--- src/rtl/rob.sv ---
// Reorder buffer: in-order retirement of out-of-order results, with a CDB
// capture port and two combinational operand-lookup ports.
module rob #(
    parameter int ROB_SIZE     = 8,
    parameter int ROB_ID_WIDTH = 4,
    parameter int REG_WIDTH    = 5,
    parameter int VAL_WIDTH    = 32
) (
    input  logic                    clk,
    input  logic                    rst_in,
    input  logic                    rdy_in,
    input  logic                    flush,
    input  logic                    issue_en,
    input  logic [REG_WIDTH-1:0]    issue_rd,
    output logic                    rob_full,
    output logic [ROB_ID_WIDTH-1:0] alloc_tag,
    input  logic                    cdb_en,
    input  logic [ROB_ID_WIDTH-1:0] cdb_tag,
    input  logic [VAL_WIDTH-1:0]    cdb_val,
    output logic                    commit_en,
    output logic [REG_WIDTH-1:0]    commit_rd,
    output logic [VAL_WIDTH-1:0]    commit_res,
    output logic [ROB_ID_WIDTH-1:0] commit_lab,
    input  logic [ROB_ID_WIDTH-1:0] q_lab1,
    input  logic [ROB_ID_WIDTH-1:0] q_lab2,
    output logic                    q_rdy1,
    output logic                    q_rdy2,
    output logic [VAL_WIDTH-1:0]    q_val1,
    output logic [VAL_WIDTH-1:0]    q_val2
);

    localparam int IDX_W = (ROB_SIZE > 1) ? $clog2(ROB_SIZE) : 1;
    localparam int CNT_W = $clog2(ROB_SIZE + 1);

    localparam logic [IDX_W-1:0]        IDX_ONE  = 1;
    localparam logic [CNT_W-1:0]        CNT_ONE  = 1;
    localparam logic [CNT_W-1:0]        FULL_CNT = CNT_W'(ROB_SIZE);
    localparam logic [ROB_ID_WIDTH-1:0] TAG_ONE  = 1;
    localparam logic [ROB_ID_WIDTH:0]   MAX_TAG  = (ROB_ID_WIDTH+1)'(ROB_SIZE);

    logic [IDX_W-1:0]    head_q, head_d;
    logic [IDX_W-1:0]    tail_q, tail_d;
    logic [CNT_W-1:0]    count_q, count_d;
    logic [ROB_SIZE-1:0] busy_q, busy_d;
    logic [ROB_SIZE-1:0] ready_q, ready_d;

    logic [REG_WIDTH-1:0] rd_q  [ROB_SIZE];
    logic [VAL_WIDTH-1:0] val_q [ROB_SIZE];

    logic                    commit_en_q, commit_en_d;
    logic [REG_WIDTH-1:0]    commit_rd_q, commit_rd_d;
    logic [VAL_WIDTH-1:0]    commit_res_q, commit_res_d;
    logic [ROB_ID_WIDTH-1:0] commit_lab_q, commit_lab_d;

    logic             issue_ok;
    logic             retire_ok;
    logic             cdb_hit;
    logic [IDX_W-1:0] cdb_idx;

    // Tag 0 means "no producer"; tags above ROB_SIZE never name an entry.
    function automatic logic tag_valid(input logic [ROB_ID_WIDTH-1:0] tag);
        return (tag != '0) && ({1'b0, tag} <= MAX_TAG);
    endfunction

    function automatic logic [IDX_W-1:0] tag_idx(input logic [ROB_ID_WIDTH-1:0] tag);
        logic [ROB_ID_WIDTH-1:0] t;
        t = tag - TAG_ONE;
        return t[IDX_W-1:0];
    endfunction

    // Operand lookup: {ready, value}; a same-cycle CDB broadcast bypasses the entry.
    function automatic logic [VAL_WIDTH:0] lookup(input logic [ROB_ID_WIDTH-1:0] lab);
        logic [VAL_WIDTH:0] r;
        r = '0;
        if (lab == '0) begin
            r[VAL_WIDTH] = 1'b1;
        end else if (cdb_en && (cdb_tag == lab)) begin
            r = {1'b1, cdb_val};
        end else if (tag_valid(lab)) begin
            r = {ready_q[tag_idx(lab)], val_q[tag_idx(lab)]};
        end
        return r;
    endfunction

    assign rob_full  = (count_q == FULL_CNT);
    assign alloc_tag = ROB_ID_WIDTH'(tail_q) + TAG_ONE;

    assign cdb_idx   = tag_idx(cdb_tag);
    assign issue_ok  = rdy_in && issue_en && !rob_full && !flush;
    assign retire_ok = rdy_in && !flush && (count_q != '0) && ready_q[head_q];
    assign cdb_hit   = rdy_in && !flush && cdb_en && tag_valid(cdb_tag) && busy_q[cdb_idx];

    always_comb begin
        {q_rdy1, q_val1} = lookup(q_lab1);
        {q_rdy2, q_val2} = lookup(q_lab2);
    end

    always_comb begin
        head_d  = head_q;
        tail_d  = tail_q;
        count_d = count_q;
        busy_d  = busy_q;
        ready_d = ready_q;
        if (rdy_in && flush) begin
            head_d  = '0;
            tail_d  = '0;
            count_d = '0;
            busy_d  = '0;
            ready_d = '0;
        end else begin
            if (cdb_hit) begin
                ready_d[cdb_idx] = 1'b1;
            end
            if (retire_ok) begin
                busy_d[head_q]  = 1'b0;
                ready_d[head_q] = 1'b0;
                head_d          = head_q + IDX_ONE;
            end
            // Full is judged on the current count, so the tail never reuses the slot freed this edge.
            if (issue_ok) begin
                busy_d[tail_q]  = 1'b1;
                ready_d[tail_q] = 1'b0;
                tail_d          = tail_q + IDX_ONE;
            end
            case ({issue_ok, retire_ok})
                2'b10:   count_d = count_q + CNT_ONE;
                2'b01:   count_d = count_q - CNT_ONE;
                default: count_d = count_q;
            endcase
        end
    end

    always_comb begin
        commit_en_d  = retire_ok;
        commit_rd_d  = commit_rd_q;
        commit_res_d = commit_res_q;
        commit_lab_d = commit_lab_q;
        if (retire_ok) begin
            commit_rd_d  = rd_q[head_q];
            commit_res_d = val_q[head_q];
            commit_lab_d = ROB_ID_WIDTH'(head_q) + TAG_ONE;
        end
    end

    always_ff @(posedge clk or posedge rst_in) begin
        if (rst_in) begin
            head_q       <= '0;
            tail_q       <= '0;
            count_q      <= '0;
            busy_q       <= '0;
            ready_q      <= '0;
            commit_en_q  <= 1'b0;
            commit_rd_q  <= '0;
            commit_res_q <= '0;
            commit_lab_q <= '0;
        end else begin
            head_q       <= head_d;
            tail_q       <= tail_d;
            count_q      <= count_d;
            busy_q       <= busy_d;
            ready_q      <= ready_d;
            commit_en_q  <= commit_en_d;
            commit_rd_q  <= commit_rd_d;
            commit_res_q <= commit_res_d;
            commit_lab_q <= commit_lab_d;
        end
    end

    // Entry payload is qualified by busy/ready, so it needs no reset.
    always_ff @(posedge clk) begin
        if (issue_ok) begin
            rd_q[tail_q] <= issue_rd;
        end
        if (cdb_hit) begin
            val_q[cdb_idx] <= cdb_val;
        end
    end

    assign commit_en  = commit_en_q;
    assign commit_rd  = commit_rd_q;
    assign commit_res = commit_res_q;
    assign commit_lab = commit_lab_q;

endmodule
--- config.mk ---
export PLATFORM = sky130hd
export DESIGN_NAME = rob
export DESIGN_NICKNAME = d
export VERILOG_FILES = /design/src/rtl/rob.sv
export SDC_FILE = /design/constraint.sdc
export NUM_CORES = 1
export LEC_CHECK = 0
export BUFFER_PORTS_ARGS = -buffer_cell sky130_fd_sc_hd__buf_2
export CORE_MARGIN = 1
export CORE_UTILIZATION = 40
export DETAILED_ROUTE_END_ITERATION = 8
export PLACE_DENSITY = 0.55
export SLEW_MARGIN = 30
export SYNTH_ARGS = -nofsm -noshare
export SYNTH_HDL_FRONTEND = slang
export SYNTH_SLANG_ARGS = --single-unit
--- constraint.sdc ---
create_clock -name clk -period 5.4 [get_ports clk]
set_input_delay 0.27 -clock clk [delete_from_list [all_inputs] [get_ports clk]]
set_output_delay 0.27 -clock clk [all_outputs]
set_load 0.01 [all_outputs]
# == Word-level counts from Yosys, hierarchy flattened ==
# Memories as Yosys holds them, arrays and structs flattened. A register that Yosys moved wholly into a read port is not among the register bits.
# Index checks and enable logic that the tools add are counted.
# word_totals
reg_bits,31
latchBits,0
ram_bits,296
romBits,0
in_bits,55
output_inout_bits,113
n_memories,2
# op_classes
addsub,9
mul,0
div,0
magnitude_cmp,11
eq_ne,5
n_shift,0
muxes,42
bitwise,7
n_reduce_logical,29
# memory_table
name,depth,word_bits,rd,rd_clocked_by_memory_dff,write_ports,line_no,rtl
val_q,8,32,3,1,1,48,logic [VAL_WIDTH-1:0] val_q [ROB_SIZE];
rd_q,8,5,1,1,1,47,logic [REG_WIDTH-1:0] rd_q [ROB_SIZE];
# ops
cell,count
33-bit two-way mux,4
8-bit two-way mux,10
32-bit two-way mux,2
8-bit bitwise AND,3
"3-bit by 4-bit less-than comparator with 1-bit output, second input constant",5
1-bit logical AND,18
8-bit NOT,2
8-bit OR,2
4-bit nonzero test,4
1-bit two-way mux,13
1-bit binary-select mux with 3-bit select,4
"4-bit <= comparator, second input constant",3
3-bit two-way mux,4
1-bit demux with 3-bit select,3
"3-bit by 1-bit greater-or-equal comparator with 1-bit output, second input constant",3
"3-bit by 1-bit subtractor with 3-bit output, second input constant",3
"3-bit by 1-bit adder with 4-bit output, second input constant",2
4-bit == test,2
4-bit logical NOT,2
4-bit case mux with 2 select lines,1
"3-bit by 1-bit adder with 3-bit output, second input constant",2
"4-bit by 1-bit adder with 4-bit output, second input constant",1
"4-bit == test, second input constant",1
4-bit two-way mux,1
6 further kinds,8

# == Longest topological paths before layout ==
# Gate-level depths: netlist (run 1).
# depth
word_depth,14
depth_mapped,13

# == Worst setup path after synthesis (run 1) ==
# Ideal clock, no wire load.
# synth_timing
path_type,input -> register
from,in cdb_tag[0]
to,reg ready_q[1]
arrival_time_ps,5097
required_time_ps,5309
slack_ps,212
cell_stages,8
n_path_buf,1
path_cell_list,clkbuf_1 inv_1 ha_1 nor2b_1 xnor2_1 nor4_1 o32ai_1 nor3b_2
# synth_via
elab_chain_cells,14
# synth_rtl
item,line_no,rtl
from (decl),18,"input logic [ROB_ID_WIDTH-1:0] cdb_tag,"
3-bit by 1-bit subtractor with 3-bit output,67,t = tag - TAG_ONE;
3-bit by 4-bit less-than comparator with 1-bit output (implied by the code) or 3-bit by 1-bit greater-or-equal comparator with 1-bit output (tied branches),112,ready_d[cdb_idx] = 1'b1;
1-bit logical AND (implied by the code),112,
1-bit two-way mux (implied by the code),112,
1-bit demux with 3-bit select,112,
8-bit OR (no line),--,
8-bit two-way mux *,111,if (cdb_hit) begin
8-bit two-way mux *,104,if (rdy_in && flush) begin
8-bit bitwise AND (no line),--,
8-bit two-way mux *,114,if (retire_ok) begin
8-bit two-way mux *,104,
8-bit bitwise AND (no line),--,
8-bit two-way mux *,120,if (issue_ok) begin
8-bit two-way mux *,104,
via ready_d[1],45,"logic [ROB_SIZE-1:0] ready_q, ready_d;"
to (signal assigned),161,ready_q <= ready_d;
to (decl),45,
# Mark *: on every way through the listed nets, which the timed path passes. The rest lies on a longest branch. The select of a mux whose other input is x is not followed.
# A chain may end at the register's enable or synchronous reset.

# == Final worst setup path (run 1) ==
# layout_timing
from,in q_lab2[0]
to,out q_val2[0]
# layout_via
elab_chain_cells,5
# layout_rtl
item,line_no,rtl
from (decl),25,"input logic [ROB_ID_WIDTH-1:0] q_lab2,"
"3-bit by 1-bit subtractor with 3-bit output, or another cell as far along",67,
memory read 8 x 32 bit or 1-bit logical AND (tied branches),--,
33-bit two-way mux,79,end else if (tag_valid(lab)) begin
33-bit two-way mux,77,end else if (cdb_en && (cdb_tag == lab)) begin
32-bit two-way mux *,75,if (lab == '0) begin
to (decl),29,output logic [VAL_WIDTH-1:0] q_val2
# Every way passes the cells marked *; elsewhere a longest branch is shown, timed or not.

==> impl_metrics.json, run 1 <==
{
  "worst_setup_path_start_kind": "primary input",
  "clk_latency_ns": 0.57,
  "hold_path.class": "primary input to register",
  "rr_endpoint": "commit_res[8]",
  "drv_cap": 0,
  "fin_ws_ns": 1.78,
  "overflow": 0,
  "crit_end": "q_val2[0]",
  "busiest_layer": "met2",
  "seq_power_share": 0.459,
  "antenna_cells": 0,
  "post-place-ws_ns": 1.83,
  "die_w_um": 225,
  "vias": 13800,
  "setup_tns_ns": 0,
  "post_cts_buffers": 0,
  "max_slew_margin": 0.343,
  "clockRootBuffer": "clkbuf_16",
  "first_pass_iters": 6,
  "num_rows": 81,
  "wl_um": 60000,
  "gp_congestion": 0.781,
  "hold_buffers": 14,
  "viasPerCell": 6.08,
  "grt_use_met2": 0.383,
  "slew_violations": 0,
  "cts_tree": "built",
  "path_clk_slew_ns": 0.06,
  "switchingPower_uw": 1610,
  "yosysWarnings": 0,
  "p_comb_frac": 0.112,
  "worst_slew_pin_slew_ns": 0.981,
  "wl_per_cell_um": 26.5,
  "ctsResizeCount": 0,
  "r2r_start": "head_q[2]",
  "max_freq_mhz": 276,
  "drcViolationCount": 0,
  "synth_edf_count": 296,
  "path_max_fanout": 25,
  "synth_cell_type_count": 64,
  "layout_common_cells": "296 x edfxtp_1, 165 x buf_2, 147 x nand2_1",
  "ys.flop_type": "edfxtp_1",
  "utilization": 0.467,
  "syn_avg_cell_area_um2": 13.8,
  "synthArstFlopShare": 0.187,
  "synth_nets": 1498,
  "core_region_area_mm2": 0.0490,
  "worstSetupEndpointType": "output pin",
  "grt.total_usage": 0.239,
  "p_leak_uw": 0.00805,
  "ff2ff_setup_slack_ns": 1.97,
  "fin_crit_ns": 3.62,
  "floorplan.initialDensity": 0.405,
  "mostFrequentLayoutCell": "edfxtp_1",
  "final_layout_size_suffix_gt1_frac": 0.328,
  "crit_type": "primary input to output pin",
  "rsz0062_at_grt": "false",
  "internal_power_uw": 5130,
  "layout.nets": 1632,
  "min_from": "issue_rd[4]",
  "use_met1": 0.336,
  "ioPinCount": 168,
  "crit_start": "q_lab2[0]",
  "grt_pass1_vias": 13700,
  "critPathRequiredTime_ns": 5.13,
  "die_y_um": 225,
  "grt_max_degree": 85,
  "cts_max_level": 2,
  "reg2regPathDepth": 6,
  "dp_hpwl_um": 35400,
  "numCtsBuffers": 42,
  "ys_seq_area_frac": 0.534,
  "powerDensity_mw_per_mm2": 295,
  "met3_usage": 0.0395,
  "worstPathArrival_ns": 3.35,
  "area_delta_synth_final_pct": 15.3,
  "swShare": 0.239,
  "dieArea_mm2": 0.0505,
  "hold_viol": 0,
  "drtIter0Drc": 1260,
  "ant_nets": 0,
  "clock_path_buffers": 3,
  "grt_pass1_wl_um": 88600,
  "clock_sinks": 364,
  "clock-skew-final_ns": 0.0130,
  "port_buffers": 167,
  "setup_viol": 0,
  "vdd_drop_max_uv": 188,
  "antenna_found_initial": 1,
  "ys_ff_latch": 364,
  "fin_crit_sh": 0.671,
  "syn-instance-count": 1434,
  "clkPwrFrac": 0.429,
  "run_status": "complete, no violations",
  "synth_area_mm2": 0.0198
}
-- layout make-up --
type | count | area (um^2)
Clock buffer | 62 | 1240
Clock inverter | 16 | 159
Fill cell | 4334 | 26100
Inverter | 15 | 61.3
Multi-Input combinational cell | 926 | 8660
Sequential cell | 364 | 10600
Tap cell | 664 | 831
Timing Repair Buffer | 219 | 1300
-- cells in the mapped netlist (all sizes together) (2+ instances only) --
| cell type | n | share of area |
|---|---|---|
| o21ai | 114 | 0.029 |
| nand3 | 31 | 0.0081 |
| a22oi | 20 | 0.0081 |
| clkbuf | 55 | 0.010 |
| buf | 74 | 0.021 |
| a221oi | 2 | 0.00088 |
| mux2i | 77 | 0.039 |
| nand2b | 18 | 0.0057 |
| nand3b | 7 | 0.0027 |
| a21oi | 69 | 0.017 |
| a31o | 6 | 0.0027 |
| o21a | 14 | 0.0053 |
| ha | 9 | 0.0057 |
| and4 | 4 | 0.0018 |
| and2 | 3 | 0.00095 |
| o21bai | 2 | 0.00076 |
| a31oi | 23 | 0.0073 |
| xor2 | 9 | 0.0044 |
| mux2 | 72 | 0.041 |
| nor2 | 40 | 0.0080 |
| nor4 | 7 | 0.0028 |
| nor2b | 8 | 0.0025 |
| o211ai | 18 | 0.0068 |
| nand2 | 147 | 0.028 |
| o221ai | 17 | 0.0075 |
| a22o | 21 | 0.0093 |
| nor4b | 4 | 0.0035 |
| or2 | 2 | 0.00063 |
| nor3b | 3 | 0.0014 |
| edfxtp | 296 | 0.45 |
| dfrtp | 68 | 0.086 |
| nor3 | 5 | 0.0013 |
| o211a | 4 | 0.0020 |
| inv | 15 | 0.0030 |
| a211oi | 3 | 0.0011 |
| xnor2 | 7 | 0.0035 |
| mux4 | 146 | 0.17 |
| and3 | 3 | 0.00095 |
-- power by group through the flow --
| stage | combinational [uW] | clock, uW | sequential (uW) |
|---|---|---|---|
| 2_1_floorplan | 466 | 0 | 3150 |
| 3_3_place_gp | 740 | 0 | 3150 |
| 3_5_place_dp | 747 | 0 | 3150 |
| 4_1_cts | 758 | 2940 | 3090 |
| 5_1_grt | 818 | 3040 | 3100 |
| 6_report | 758 | 2890 | 3100 |
-- worst max-delay path, stage by stage --
cell and delay [ns]:
buf_4 0.43, inv_1 0.23, ha_2 0.89, buf_4 0.42, mux4_2 0.24, mux2_2 0.14, nand2_1 0.05, a21oi_1 0.43
buf_2 0.23
-- logic make-up after synthesis --
| kind of cell | share of synthesized area |
|---|---|
| buf+inv | 0.0346 |
| mux | 0.246 |
| flops | 0.534 |
| compound gates | 0.102 |
| xor+xnor | 0.00783 |
| simple gates | 0.0687 |
| fa+ha+maj | 0.00619 |
-- sequential cells by signal (all words and copies together) (netlist names) --
register,flops
commit_res,32
commit_en,1
count_q,4
val_q,256
busy_q,8
ready_q,8
commit_rd,5
tail_q,3
rd_q,40
head_q,3
commit_lab,4
-- per-layer routing --
layer / vias to the layer above / routed length, um
met3: 88 / 4490
met1: 7138 / 25900
met2: 601 / 28300
met5: - / 0
li1: 5955 / -
met4: 0 / 1280
-- through the flow --
stage	area (um^2)	std cells	hold WS, ns	total power (uW)
2_1_floorplan	19800	1434	0.369	3610
3_3_place_gp	21300	2173	0.456	3890
3_5_place_dp	21300	2173	0.466	3900
4_1_cts	22800	2265	0.000129	6790
6_report	22900	2266	0.00993	6740
5_1_grt	22900	2266	0.0138	6960
-- worst min-delay path by stage --
stage | to | slack, ns | depth (start not counted)
after floorplan | rd_q[0][0] | 0.37 | 0
after global placement | commit_rd[1] | 0.46 | 2
after detailed placement | commit_lab[1] | 0.47 | 2
after CTS | val_q[2][14] | 0.0001 | 1
after global routing | val_q[7][27] | 0.01 | 1
final | rd_q[7][4] | 0.01 | 1
Note: power is estimated with default switching activity, not from simulation.
==> run 2, diff against run 1 <==
clock period = 3.8 ns   (was 5.4 ns; I/O delays follow)
==> run 2 against run 1 <==
- largest power group unchanged
- highest routed layer is now met5
- clock skew increased by 0.00069 ns
- final area increased by 1.6%
- utilization increased by 0.73 points
==> impl_metrics.json, run 2 (synthesis gave the netlist of run 1 again) <==
{
  "drtIter0Drc": 1219,
  "grt_pass1_vias": 14000,
  "ant_nets": 0,
  "antenna_found_initial": 1,
  "cts_tree": "built",
  "powerDensity_mw_per_mm2": 406,
  "drv_cap": 0,
  "internal_power_uw": 7100,
  "path_max_fanout": 27,
  "hold_viol": 0,
  "max_stage_delay_ns": 0.78,
  "viasPerCell": 6.02,
  "layout.nets": 1667,
  "overflow": 0,
  "path_clk_slew_ns": 0.06,
  "clock_path_buffers": 3,
  "grt.total_usage": 0.241,
  "max_freq_mhz": 365,
  "p_leak_uw": 0.00820,
  "ctsResizeCount": 0,
  "worstSetupEndpointType": "register",
  "grt_max_degree": 150,
  "max_slew_margin": 0.373,
  "core_region_area_mm2": 0.0490,
  "grt_pass1_wl_um": 89800,
  "crit_type": "register to register",
  "num_rows": 81,
  "drcViolationCount": 0,
  "ioPinCount": 168,
  "fin_crit_ns": 2.74,
  "worstPathArrival_ns": 3.15,
  "total_power_uw": 9430,
  "seq_power_share": 0.467,
  "cts_max_level": 2,
  "fin_ws_ns": 1.06,
  "run_status": "complete, no violations",
  "port_buffers": 167,
  "die_w_um": 225,
  "clockRootBuffer": "clkbuf_16",
  "worst_setup_path_start_kind": "register",
  "final_layout_size_suffix_gt1_frac": 0.326,
  "gp_congestion": 0.797,
  "rsz0062_at_grt": "false",
  "floorplan.initialDensity": 0.405,
  "worst_slew_pin_slew_ns": 0.940,
  "clock_sinks": 364,
  "slowest_stage": "dfrtp_2",
  "first_pass_iters": 6,
  "vias": 13800,
  "mostFrequentLayoutCell": "edfxtp_1",
  "setup_tns_ns": 0,
  "post_cts_buffers": 0,
  "largest_reg_flops": 256,
  "antenna_cells": 0,
  "top_register": "val_q",
  "slew_violations": 0,
  "swShare": 0.247,
  "fin_crit_sh": 0.720,
  "clk_latency_ns": 0.56,
  "vdd_drop_max_uv": 323,
  "area_delta_synth_final_pct": 17.1,
  "numCtsBuffers": 42,
  "hold_path.class": "primary input to register",
  "dp_hpwl_um": 35800,
  "wl_per_cell_um": 26.3,
  "clock-skew-final_ns": 0.0137,
  "critPathRequiredTime_ns": 4.22,
  "setup_viol": 0,
  "hold_buffers": 38,
  "switchingPower_uw": 2330,
  "clkPwrFrac": 0.414,
  "dieArea_mm2": 0.0505,
  "post-place-ws_ns": 0.973,
  "wl_um": 60500,
  "die_y_um": 225,
  "crit_path_cell_trace": "and2b_1 -> a22oi_2 -> a21o_4 -> nor2_1 -> xor2_1 -> ha_1 -> nor2b_1 -> and2_1 -> a211oi_1 -> o311ai_1",
  "layout_common_cells": "296 x edfxtp_1, 165 x buf_2, 147 x nand2_1",
  "p_comb_frac": 0.120,
  "nFillCells": 4327
}
## run 2: changes by cell type in the layout (fill, tap and decap cells not counted), sizes merged
cell	delta
buf	+12
bufinv	-2
clkbuf	-9
clkinv	+9
clkinvlp	+1
dlygate4sd3	+24
## run 2: final cells by class
class,instances,area [um^2],area share
inverter,15,60.1,0.00259
multi-input combinational,926,8650,0.373
timing repair buffer,254,1760,0.0760
clock buffer,54,1160,0.0500
sequential,364,10600,0.457
clock inverter,24,151,0.00652
tap,664,831,0.0358
## run 2: power groups by stage
stage / clock [uW] / combinational (uW) / sequential [uW]
floorplan: 0 / 662 / 4470
global placement: 0 / 1100 / 4480
detailed placement: 0 / 1100 / 4480
CTS: 3980 / 1130 / 4400
global route: 4120 / 1210 / 4400
finish: 3900 / 1130 / 4400
## run 2: routing by layer
| layer | share of wire | up-vias | global-route usage |
|---|---|---|---|
| met1 | 0.42 | 7103 | 0.335 |
| met2 | 0.47 | 619 | 0.383 |
| met4 | 0.021 | 2 | 0.0669 |
| li1 | - | 6019 | - |
| met3 | 0.085 | 99 | 0.0509 |
| met5 | 0.00021 | - | 0 |
## run 2: worst paths after layout
check | from | to | slack [ns] | depth (start not counted)
hold / removal | cdb_tag[0] | ready_q[3] | 0.18 | 4
setup / recovery | head_q[1] | count_q[2] | 1.06 | 10
hold reg to reg | commit_res[31] | commit_res[31] | 0.48 | 2
min in group asynchronous | rst_in | commit_res[27] | 0.29 | 3
setup reg to reg | head_q[1] | count_q[2] | 1.06 | 10
max in group asynchronous | rst_in | commit_res[3] | 2.57 | 4
## run 2: critical path: cells and delay by family (launching register included)
family / cells / cell delay, ns
compound gates: 4 / 0.77
xor+xnor: 1 / 0.09
fa+ha+maj: 1 / 0.20
flops: 1 / 0.78
simple gates: 4 / 0.74
## run 2: stage by stage
stage | cell area [um^2] | hold slack, ns | util | std cells
2_1_floorplan | 19800 | 0.289 | - | 1434
3_3_place_gp | 21500 | 0.344 | 0.440 | 2185
3_5_place_dp | 21500 | 0.339 | 0.440 | 2185
4_1_cts | 23200 | 0.135 | 0.474 | 2301
5_1_grt | 23200 | 0.198 | 0.474 | 2301
6_report | 23200 | 0.178 | 0.474 | 2301
==> run 3, diff against run 2 <==
clock period = 2.6 ns   (was 3.8 ns; I/O delays follow)
==> run 3 against run 2 <==
- clock skew grew 0.0020 ns
- final area up 2.5%
- combinational power grew 51%
- critical endpoint unchanged
==> impl_metrics.json, run 3 (synthesis gave the netlist of run 1 again) <==
{
  "post_cts_buffers": 0,
  "area_delta_synth_final_pct": 20.0,
  "vias": 13900,
  "wl_um": 60200,
  "drv_cap": 0,
  "largest_reg_flops": 256,
  "antenna_found_initial": 1,
  "first_pass_iters": 5,
  "gp_congestion": 0.824,
  "overflow": 0,
  "max_stage_delay_ns": 0.54,
  "grt.total_usage": 0.242,
  "ctsResizeCount": 0,
  "clock_path_buffers": 3,
  "rr_endpoint": "count_q[2]",
  "fin_crit_sh": 0.949,
  "run_status": "complete, no violations",
  "fin_crit_ns": 2.47,
  "numCtsBuffers": 41,
  "setup_tns_ns": 0,
  "core_region_area_mm2": 0.0490,
  "max_slew_margin": 0.462,
  "worst_setup_path_start_kind": "register",
  "worstPathArrival_ns": 2.88,
  "num_rows": 81,
  "layout_common_cells": "296 x edfxtp_1, 165 x buf_2, 147 x nand2_1",
  "worst_slew_pin_slew_ns": 0.807,
  "grt_pass1_wl_um": 90500,
  "floorplan.initialDensity": 0.405,
  "ant_nets": 0,
  "top_register": "val_q",
  "cts_max_level": 2,
  "design_area_mm2": 0.0238,
  "powerDensity_mw_per_mm2": 616,
  "mostFrequentLayoutCell": "edfxtp_1",
  "die_y_um": 225,
  "dieArea_mm2": 0.0505,
  "reg2regPathDepth": 10,
  "setup_viol": 0,
  "multiInputGateArea_mm2": 0.00867,
  "drcViolationCount": 0,
  "viasPerCell": 6.00,
  "critPathRequiredTime_ns": 3.01,
  "path_max_fanout": 9,
  "hold_buffers": 38,
  "ioPinCount": 168,
  "grt_max_degree": 143,
  "total_power_uw": 14700,
  "cts_tree": "built",
  "dpl_cell_area_mm2": 0.0219,
  "max_freq_mhz": 405,
  "nFillCells": 4218,
  "slew_violations": 0,
  "rsz0062_at_grt": "false",
  "crit_type": "register to register",
  "crit_path_cell_trace": "mux2_4 -> a22oi_2 -> a21o_4 -> nor2_1 -> xor2_1 -> ha_1 -> nor2b_1 -> and2_1 -> a211oi_1 -> o311ai_1",
  "layout.nets": 1688,
  "worstSetupEndpointType": "register",
  "hold_path.class": "primary input to async pin",
  "cp_num_buf_inv": 0,
  "port_buffers": 167,
  "hold_viol": 0,
  "clock_sinks": 364,
  "regArea_mm2": 0.0106,
  "clockRootBuffer": "clkbuf_16",
  "p_leak_uw": 0.00849,
  "die_w_um": 225,
  "dp_hpwl_um": 36100,
  "path_clk_slew_ns": 0.06,
  "drtIter0Drc": 1250,
  "slowest_stage": "dfrtp_4",
  "vdd_drop_max_uv": 343,
  "final_layout_size_suffix_gt1_frac": 0.339,
  "ff2ff_setup_slack_ns": 0.13,
  "clock-skew-final_ns": 0.0158,
  "clk_latency_ns": 0.56,
  "r2r_start": "head_q[0]",
  "wl_per_cell_um": 25.9,
  "grt_pass1_vias": 13900,
  "cp_top_family": "compound AO/OA/AOI/OAI gates"
}
run 3: cell count changes in the layout (fill, tap and decap cells not counted), sizes merged:
cell      delta
buf         +22
bufinv      +10
clkinv       -5
clkbuf       -4
clkinvlp     -2
diode        +1
inv          -1
run 3: area by class of cell:
type	count	share of cell area
Antenna cell	1	0.000105
Timing Repair Buffer	276	0.0879
Clock buffer	50	0.0472
Clock inverter	26	0.0172
Tap cell	664	0.0349
Sequential cell	364	0.445
Multi-Input combinational cell	926	0.365
Inverter	15	0.00252
run 3: tightest hold or removal path, cell delays in order:
cell and delay (ns):
dlygate4sd3_1 0.53, buf_2 0.13, clkinv_2 0.50
run 3: per-stage QoR:
stage / utilization / std cells / setup WS (ns) / hold slack (ns)
finish: 0.486 / 2322 / 0.134 / 0.232
global route: 0.486 / 2322 / 0.00895 / 0.278
floorplan: - / 1434 / -0.0289 / 0.229
CTS: 0.486 / 2321 / 0.121 / 0.208
detailed placement: 0.447 / 2207 / 0.133 / 0.284
global placement: 0.447 / 2207 / 0.179 / 0.275
run 3: worst max-delay path by stage:
stage	slack, ns	cells after the start	startpoint	endpoint
6_report	0.13	10	head_q[0]	count_q[2]
5_1_grt	0.009	10	head_q[0]	count_q[2]
4_1_cts	0.12	10	head_q[0]	count_q[2]
3_5_place_dp	0.13	10	head_q[0]	count_q[2]
3_3_place_gp	0.18	10	head_q[0]	count_q[2]
2_1_floorplan	-0.03	8	cdb_tag[0]	ready_q[1]
run 3: power breakdown:
part	internal (uW)	switching [uW]
Clock	4170	2380
Combinational	779	926
Sequential	6360	49.8
run 3: per-layer routing:
layer | up-vias | wire, um | share of wire | track usage
met5 | - | 0 | 0 | 0
met4 | 0 | 1450 | 0.024 | 0.0729
met3 | 96 | 3950 | 0.066 | 0.0393
met2 | 562 | 28100 | 0.47 | 0.383
met1 | 7218 | 26800 | 0.44 | 0.344
li1 | 6066 | - | - | -
